File: src/rtl/mul_share_arb.sv
// Round-robin arbiter sharing one pipelined multiplier between two requesters.
// Define MUL_SHARE_ARB_FIXED_PRIO_EN to give requester 0 fixed priority instead.
module mul_share_arb #(
   parameter int unsigned XLEN = 32
) (
   input  logic                 clk,
   input  logic                 reset_n,
   input  logic [1:0]           req_valid_i,
   output logic [1:0]           req_ready_o,
   input  logic [1:0][2:0]      req_funct3_i,
   input  logic [1:0][XLEN-1:0] req_rs1_i,
   input  logic [1:0][XLEN-1:0] req_rs2_i,
   output logic [1:0]           rsp_valid_o,
   input  logic [1:0]           rsp_ready_i,
   output logic [XLEN-1:0]      rsp_data_o,
   output logic [2:0]           mul_funct3_o,
   output logic [XLEN-1:0]      mul_rs1_o,
   output logic [XLEN-1:0]      mul_rs2_o,
   output logic                 mul_stall_o,
   input  logic [XLEN-1:0]      mul_result_i
);

   logic inflight_q;
   logic owner_q;
   logic rr_q;

   logic drain;
   logic can_issue;
   logic grant_any;
   logic grant_id;

   // Issue decision: a slot opens when the multiplier is empty or its result leaves this cycle.
   always_comb begin
      drain     = inflight_q & rsp_ready_i[owner_q];
      can_issue = ~inflight_q | drain;
      grant_any = reset_n & can_issue & (|req_valid_i);
      grant_id  = req_valid_i[rr_q] ? rr_q : ~rr_q;
   end

   // Request side: one-hot ready plus operand steering; idle slots issue zero bubbles.
   always_comb begin
      req_ready_o  = 2'b00;
      mul_funct3_o = 3'd0;
      mul_rs1_o    = '0;
      mul_rs2_o    = '0;
      if (grant_any) begin
         req_ready_o[grant_id] = 1'b1;
         mul_funct3_o          = req_funct3_i[grant_id];
         mul_rs1_o             = req_rs1_i[grant_id];
         mul_rs2_o             = req_rs2_i[grant_id];
      end
   end

   // Response side: freeze the multiplier while the owner holds off its result.
   always_comb begin
      rsp_valid_o          = 2'b00;
      rsp_valid_o[owner_q] = inflight_q;
      rsp_data_o           = inflight_q ? mul_result_i : '0;
      mul_stall_o          = inflight_q & ~drain;
   end

   always_ff @(posedge clk or negedge reset_n) begin
      if (!reset_n) begin
         inflight_q <= 1'b0;
         owner_q    <= 1'b0;
         rr_q       <= 1'b0;
      end else if (grant_any) begin
         inflight_q <= 1'b1;
         owner_q    <= grant_id;
`ifdef MUL_SHARE_ARB_FIXED_PRIO_EN
         rr_q       <= 1'b0;
`else
         rr_q       <= ~grant_id;
`endif
      end else if (drain) begin
         inflight_q <= 1'b0;
      end
   end

endmodule
File: config.mk
export PLATFORM = sky130hd
export DESIGN_NAME = mul_share_arb
export DESIGN_NICKNAME = d
export VERILOG_FILES = /design/src/rtl/mul_share_arb.sv
export SDC_FILE = /design/constraint.sdc
export NUM_CORES = 1
export LEC_CHECK = 0
export CELL_PAD_IN_SITES_DETAIL_PLACEMENT = 0
export CELL_PAD_IN_SITES_GLOBAL_PLACEMENT = 1
export CORE_MARGIN = 8
export CORE_UTILIZATION = 13
export DETAILED_ROUTE_END_ITERATION = 12
export GPL_TIMING_DRIVEN = 0
export PLACE_DENSITY = 0.87
export SLEW_MARGIN = 30
export SYNTH_ARGS = -nofsm -noshare
export SYNTH_HDL_FRONTEND = slang
export SYNTH_SLANG_ARGS = --single-unit
File: constraint.sdc
create_clock -name clk -period 4.5 [get_ports clk]
set_input_delay 0.9 -clock clk [delete_from_list [all_inputs] [get_ports clk]]
set_output_delay 0.9 -clock clk [all_outputs]
set_load 0.03 [all_outputs]
==> impl_metrics.tcl, run 1 <==
set metrics [dict create \
    status "finished clean" \
    crit_path_cell_trace "clkdlybuf4s50_1, nor2b_2, buf_2, clkbuf_1, o21ai_0, a21oi_2, clkdlybuf4s50_1" \
    rows 41 \
    cts_made_buffers 3 \
    dieHeight_microns 129 \
    antenna_found_initial 0 \
    dr_total_vias 3281 \
    finalSetupTns_ns 0 \
    swShare 0.536 \
    numClockSinks 3 \
    fin_area_sq_mm 0.00471 \
    use_met2 0.267 \
    layout_commonest_cell "clkdlybuf4s50_1" \
    nFillCells 1333 \
    synth_area_leaders "nand3_1 (20%), a21oi_1 (18%), o21ai_0 (17%), and2_1 (13%), a21oi_2 (5.3%)" \
    p_leak_nw 1.67 \
    syn_avg_cell_area_sq_um 5.57 \
    clock_path_buffers 2 \
    synth_nets 470 \
    num_antenna_cells 0 \
    clock_power_share 0.091 \
    first_pass_iters 4 \
    clk_latency_ns 0.23 \
    hold_depth 1 \
    ys_ff_latch 3 \
    route.detailed.drc 0 \
    power_frac_seq 0.032 \
    die_w_microns 129 \
    fin_nets 750 \
    htree_num_levels 1 \
    ctsResizeCount 0 \
    crit_top_cell "clkdlybuf4s50_1" \
    comb_power_share 0.876 \
    setup_violations 0 \
    crit_type "in -> out" \
    clkTransAtPathRegs_ns 0.03 \
    cts_root_buf "clkbuf_16" \
    ir_worst_vdd_v 0.000142 \
    drt_wl_total_microns 13000 \
    grt_max_degree 11 \
    powerDensity_mw_per_mm2 335 \
    reg2regPathDepth 5 \
    finalCriticalPeriod_ns 4.18 \
    seq_area_frac_synth 0.0452 \
    worst_path_max_delay_cell "clkdlybuf4s50_1" \
    initial_core_util 0.133 \
    switchingPower_w 0.000844 \
    avgRoutedWirePerCell_microns 17.3 \
    cts_setup_buffers 0 \
    max_cap_violations 0 \
    grt_use_total 0.143 \
    io_pins 276 \
    max_slew_margin 0.694 \
    grtUsageMet3 0.0439 \
    crit_cells 7 \
    placed_area_sq_mm 0.00463 \
    core_region_area_sq_mm 0.0125 \
    grt.busiest_layer "met2" \
    hold_class "reg -> reg" \
    cp_max_fo 10 \
    avgViaCountPerCell 4.38 \
    rsz0062_at_grt "no" \
    netlist_instances 298 \
    die_area_sq_mm 0.0166 \
    end_kind "primary output" \
    maxSlewViolCount 0 \
    dp_hpwl_microns 10700 \
    hold_slack_ns 0.578 \
    synth_top_area_frac 0.202 \
    hold_viol_final 0 \
    critPathMaxStageDelay_ns 0.69 \
    gp_congestion 0.865 \
    arrival_ns 3.28 \
    finalClockSkew_ns 0.00255 \
    ant_nets 0 \
    postCtsHoldBufs 0 \
    io_buffers 275 \
    synthToLayoutAreaGrowth_pct 184 \
    fin_crit_sh 0.929 \
    grt_pass1_vias 3471 \
    syn_area_sq_mm 0.00166 \
    worst_slew_pin_slew_ns 0.459 \
    grt_pass1_wl_microns 18800 \
    p_int_w 0.000730 \
    cp_data_required_time_ns 3.60 \
    synth_area_leader_cell "nand3_1" \
    utilization 0.376 \
    worst-path-buf-inv 4 \
    drive_above_1_share 0.0607 \
    synth.distinct_cells 23 \
    max_clock_freq_mhz 239 \
    ys_warn_count 0 \
    grtUsageMet1 0.156 \
    final_cell_mix "clkdlybuf4s50_1 (275), nand3_1 (67), a21oi_1 (59)" \
    cts_tree "built" \
    crit_path_start_kind "input pin" \
    first_iter_violations 129 \
    grt-ovfl-total 0 \
    path_delay_family "buffers and inverters" \
]
area by class of cell:
type | count | area (sq um) | share of cell area
Sequential cell | 3 | 75.1 | 0.0160
Tap cell | 172 | 215 | 0.0457
Buffer | 42 | 210 | 0.0447
Inverter | 1 | 3.75 | 0.000798
Timing Repair Buffer | 275 | 2750 | 0.585
Clock buffer | 4 | 78.8 | 0.0168
Multi-Input combinational cell | 252 | 1370 | 0.291
layer usage:
metal | vias to the layer above | share of wire
li1 | 1624 | -
met3 | 6 | 0.088
met2 | 149 | 0.51
met1 | 1502 | 0.39
met5 | - | 0
met4 | 0 | 0.0059
cells in the mapped netlist (all sizes together):
cell and n:
and2b 1, and2 34, nand3 67, buf 17, inv 1, a21o 1
nand2 1, mux2i 1, mux2 1, nand2b 3, nor2 1, nor2b 3
o21ai 69, clkbuf 25, o2bb2a 1, dfrtp 3, a21oi 69
sequential cells by signal, summed over array words and instances (netlist names):
signal and flops:
owner_q 1, rr_q 1, inflight_q 1
worst register-to-register path: stages, from the launching register on:
cell and delay (ns):
dfrtp_1 0.41, nand2b_1 0.08, buf_2 0.20, buf_2 0.29, nand2_1 0.14, mux2_1 0.30
cell families (layout without fill, tap and decap cells):
family | Yosys count | count (layout) | share of synthesized area
AO/OA/AOI/OAI | 140 | 140 | 0.449
AND/OR/NAND/NOR | 110 | 110 | 0.363
buffers and inverters | 43 | 322 | 0.129
flip-flops | 3 | 3 | 0.0452
multiplexers | 2 | 2 | 0.0128
stage by stage:
| step | std cells | power, W | setup slack (ns) |
|---|---|---|---|
| floorplan | 298 | 0.000830 | 1.54 |
| global placement | 745 | 0.00143 | 0.251 |
| detailed placement | 745 | 0.00144 | 0.252 |
| CTS | 749 | 0.00159 | 0.251 |
| global route | 749 | 0.00168 | 0.151 |
| finish | 749 | 0.00157 | 0.317 |
power by group through the flow:
stage | Combinational (W) | Clock, W | Sequential (W)
final | 0.00138 | 0.000144 | 0.0000509
after global routing | 0.00148 | 0.000148 | 0.0000531
after CTS | 0.00139 | 0.000147 | 0.0000508
after detailed placement | 0.00139 | 0 | 0.0000510
after global placement | 0.00138 | 0 | 0.0000503
after floorplan | 0.000783 | 0 | 0.0000474
path summary, 6_finish.rpt:
kind	from	endpoint	slack (ns)
max	req_valid_i[0]	mul_rs1_o[5]	0.32
max reg2reg	rr_q	rr_q	2.97
min in group asynchronous	reset_n	owner_q	0.88
min reg2reg	rr_q	rr_q	0.58
max in group asynchronous	reset_n	inflight_q	3.46
min	rr_q	rr_q	0.58
No activity file was read; power rests on OpenSTA's default activity.
==> inputs of run 2 (changes only) <==
- CORE_MARGIN: 8 -> 2
==> impl_metrics.tcl, run 2 (synthesized netlist as in run 1, its figures left out) <==
set metrics [dict create \
    dr_total_vias 3347 \
    worst_r2r_endpoint "rr_q" \
    grt_pass1_vias 3359 \
    avgRoutedWirePerCell_microns 15.2 \
    gp_congestion 0.781 \
    max_slew_margin 0.695 \
    ctsResizeCount 0 \
    crit_type "in -> out" \
    clock_path_buffers 2 \
    finalClockSkew_ns 0.00206 \
    final_cell_mix "clkdlybuf4s50_1 (275), nand3_1 (67), a21oi_1 (59)" \
    maxSlewViolCount 0 \
    end_kind "primary output" \
    core_region_area_sq_mm 0.0125 \
    fin_crit_sh 0.934 \
    hold_depth 1 \
    reg_top3 "inflight_q (1), owner_q (1), rr_q (1)" \
    antenna_found_initial 0 \
    crit_path_start "req_valid_i[0]" \
    max_clock_freq_mhz 238 \
    clk_latency_ns 0.22 \
    cts_setup_buffers 0 \
    die_w_microns 117 \
    finalCriticalPeriod_ns 4.20 \
    hold_viol_final 0 \
    cp_data_required_time_ns 3.60 \
    hold_class "reg -> reg" \
    ant_nets 0 \
    post-place-ws_ns 0.251 \
    setup_violations 0 \
    cts_tree "built" \
    dp_hpwl_microns 9190 \
    powerDensity_mw_per_mm2 331 \
    first_iter_violations 101 \
    clkTransAtPathRegs_ns 0.03 \
    die_area_sq_mm 0.0137 \
    dieHeight_microns 117 \
    cts_root_buf "clkbuf_16" \
    r2r_start "rr_q" \
    layout_commonest_cell "clkdlybuf4s50_1" \
    rrSetupSlack_ns 2.98 \
    grt_pass1_wl_microns 16300 \
    num_antenna_cells 0 \
    utilization 0.376 \
    multiInputGateArea_sq_mm 0.00137 \
    status "finished clean" \
    route.detailed.drc 0 \
    reg2regPathDepth 5 \
    postCtsHoldBufs 0 \
    nFillCells 1386 \
    first_pass_iters 4 \
    ir_worst_vdd_v 0.000121 \
    p_leak_nw 1.67 \
    synthToLayoutAreaGrowth_pct 184 \
    htree_num_levels 1 \
    drive_above_1_share 0.0607 \
    hold_end "owner_q" \
    initial_core_util 0.133 \
    max_cap_violations 0 \
    layout_setup_ws_ns 0.295 \
    arrival_ns 3.30 \
    rows 41 \
    grt-ovfl-total 0 \
    avgViaCountPerCell 4.47 \
    crit_path_start_kind "input pin" \
    io_pins 276 \
    grt_use_total 0.150 \
    cp_max_fo 10 \
    numClockSinks 3 \
    rsz0062_at_grt "no" \
    grt_max_degree 11 \
    worst_slew_pin_slew_ns 0.457 \
    seq_area_sq_um 75.1 \
    cts_made_buffers 3 \
    min_from "owner_q" \
    finalSetupTns_ns 0 \
    fin_nets 750 \
    io_buffers 275 \
    drt_wl_total_microns 11400 \
]
==> run 2: how the worst max path moves through the flow <==
| stage | end | slack (ns) | cells after the start |
|---|---|---|---|
| floorplan | mul_rs2_o[30] | 1.54 | 5 |
| CTS | mul_rs1_o[5] | 0.25 | 7 |
| detailed placement | mul_rs1_o[5] | 0.25 | 7 |
| global route | mul_rs1_o[6] | 0.08 | 7 |
| finish | mul_rs1_o[0] | 0.30 | 7 |
| global placement | mul_rs1_o[5] | 0.28 | 7 |
==> run 2: critical path, cell delays in order <==
cell and delay [ns]:
clkdlybuf4s50_1 0.50, nor2b_2 0.28, buf_2 0.27, clkbuf_1 0.33, o21ai_0 0.17, a21oi_2 0.16
clkdlybuf4s50_1 0.68
==> run 2: stage by stage <==
stage	power, W	std cells	cell area (sq um)	hold WS, ns
4_1_cts	0.00157	749	4710	0.584
5_1_grt	0.00166	749	4710	0.600
6_report	0.00156	749	4710	0.573
3_5_place_dp	0.00142	745	4630	0.568
2_1_floorplan	0.000830	298	1660	0.536
3_3_place_gp	0.00141	745	4630	0.563
==> run 2: layout make-up <==
cell class / instances / area share
clock buffers: 4 / 0.0168
flip-flops and latches: 3 / 0.0160
inverters: 1 / 0.000798
multi-input cells: 252 / 0.291
repair buffers: 275 / 0.585
plain buffers: 42 / 0.0447
well taps: 172 / 0.0457
==> run 2: report_power, final <==
part	switching [W]	total, W	internal (W)
sequential	0.0000116	0.0000496	0.0000380
combinational	0.000791	0.00137	0.000576
clock	0.0000248	0.000142	0.000117
total	0.000827	0.00156	0.000731
==> run 2: routing by layer <==
metal  part of all wire  vias up  GRT usage
met3              0.089       16     0.0366
met5                  0        -          0
met4              0.018        0     0.0400
met1               0.38     1544      0.167
li1                   -     1626          -
met2               0.51      161      0.285
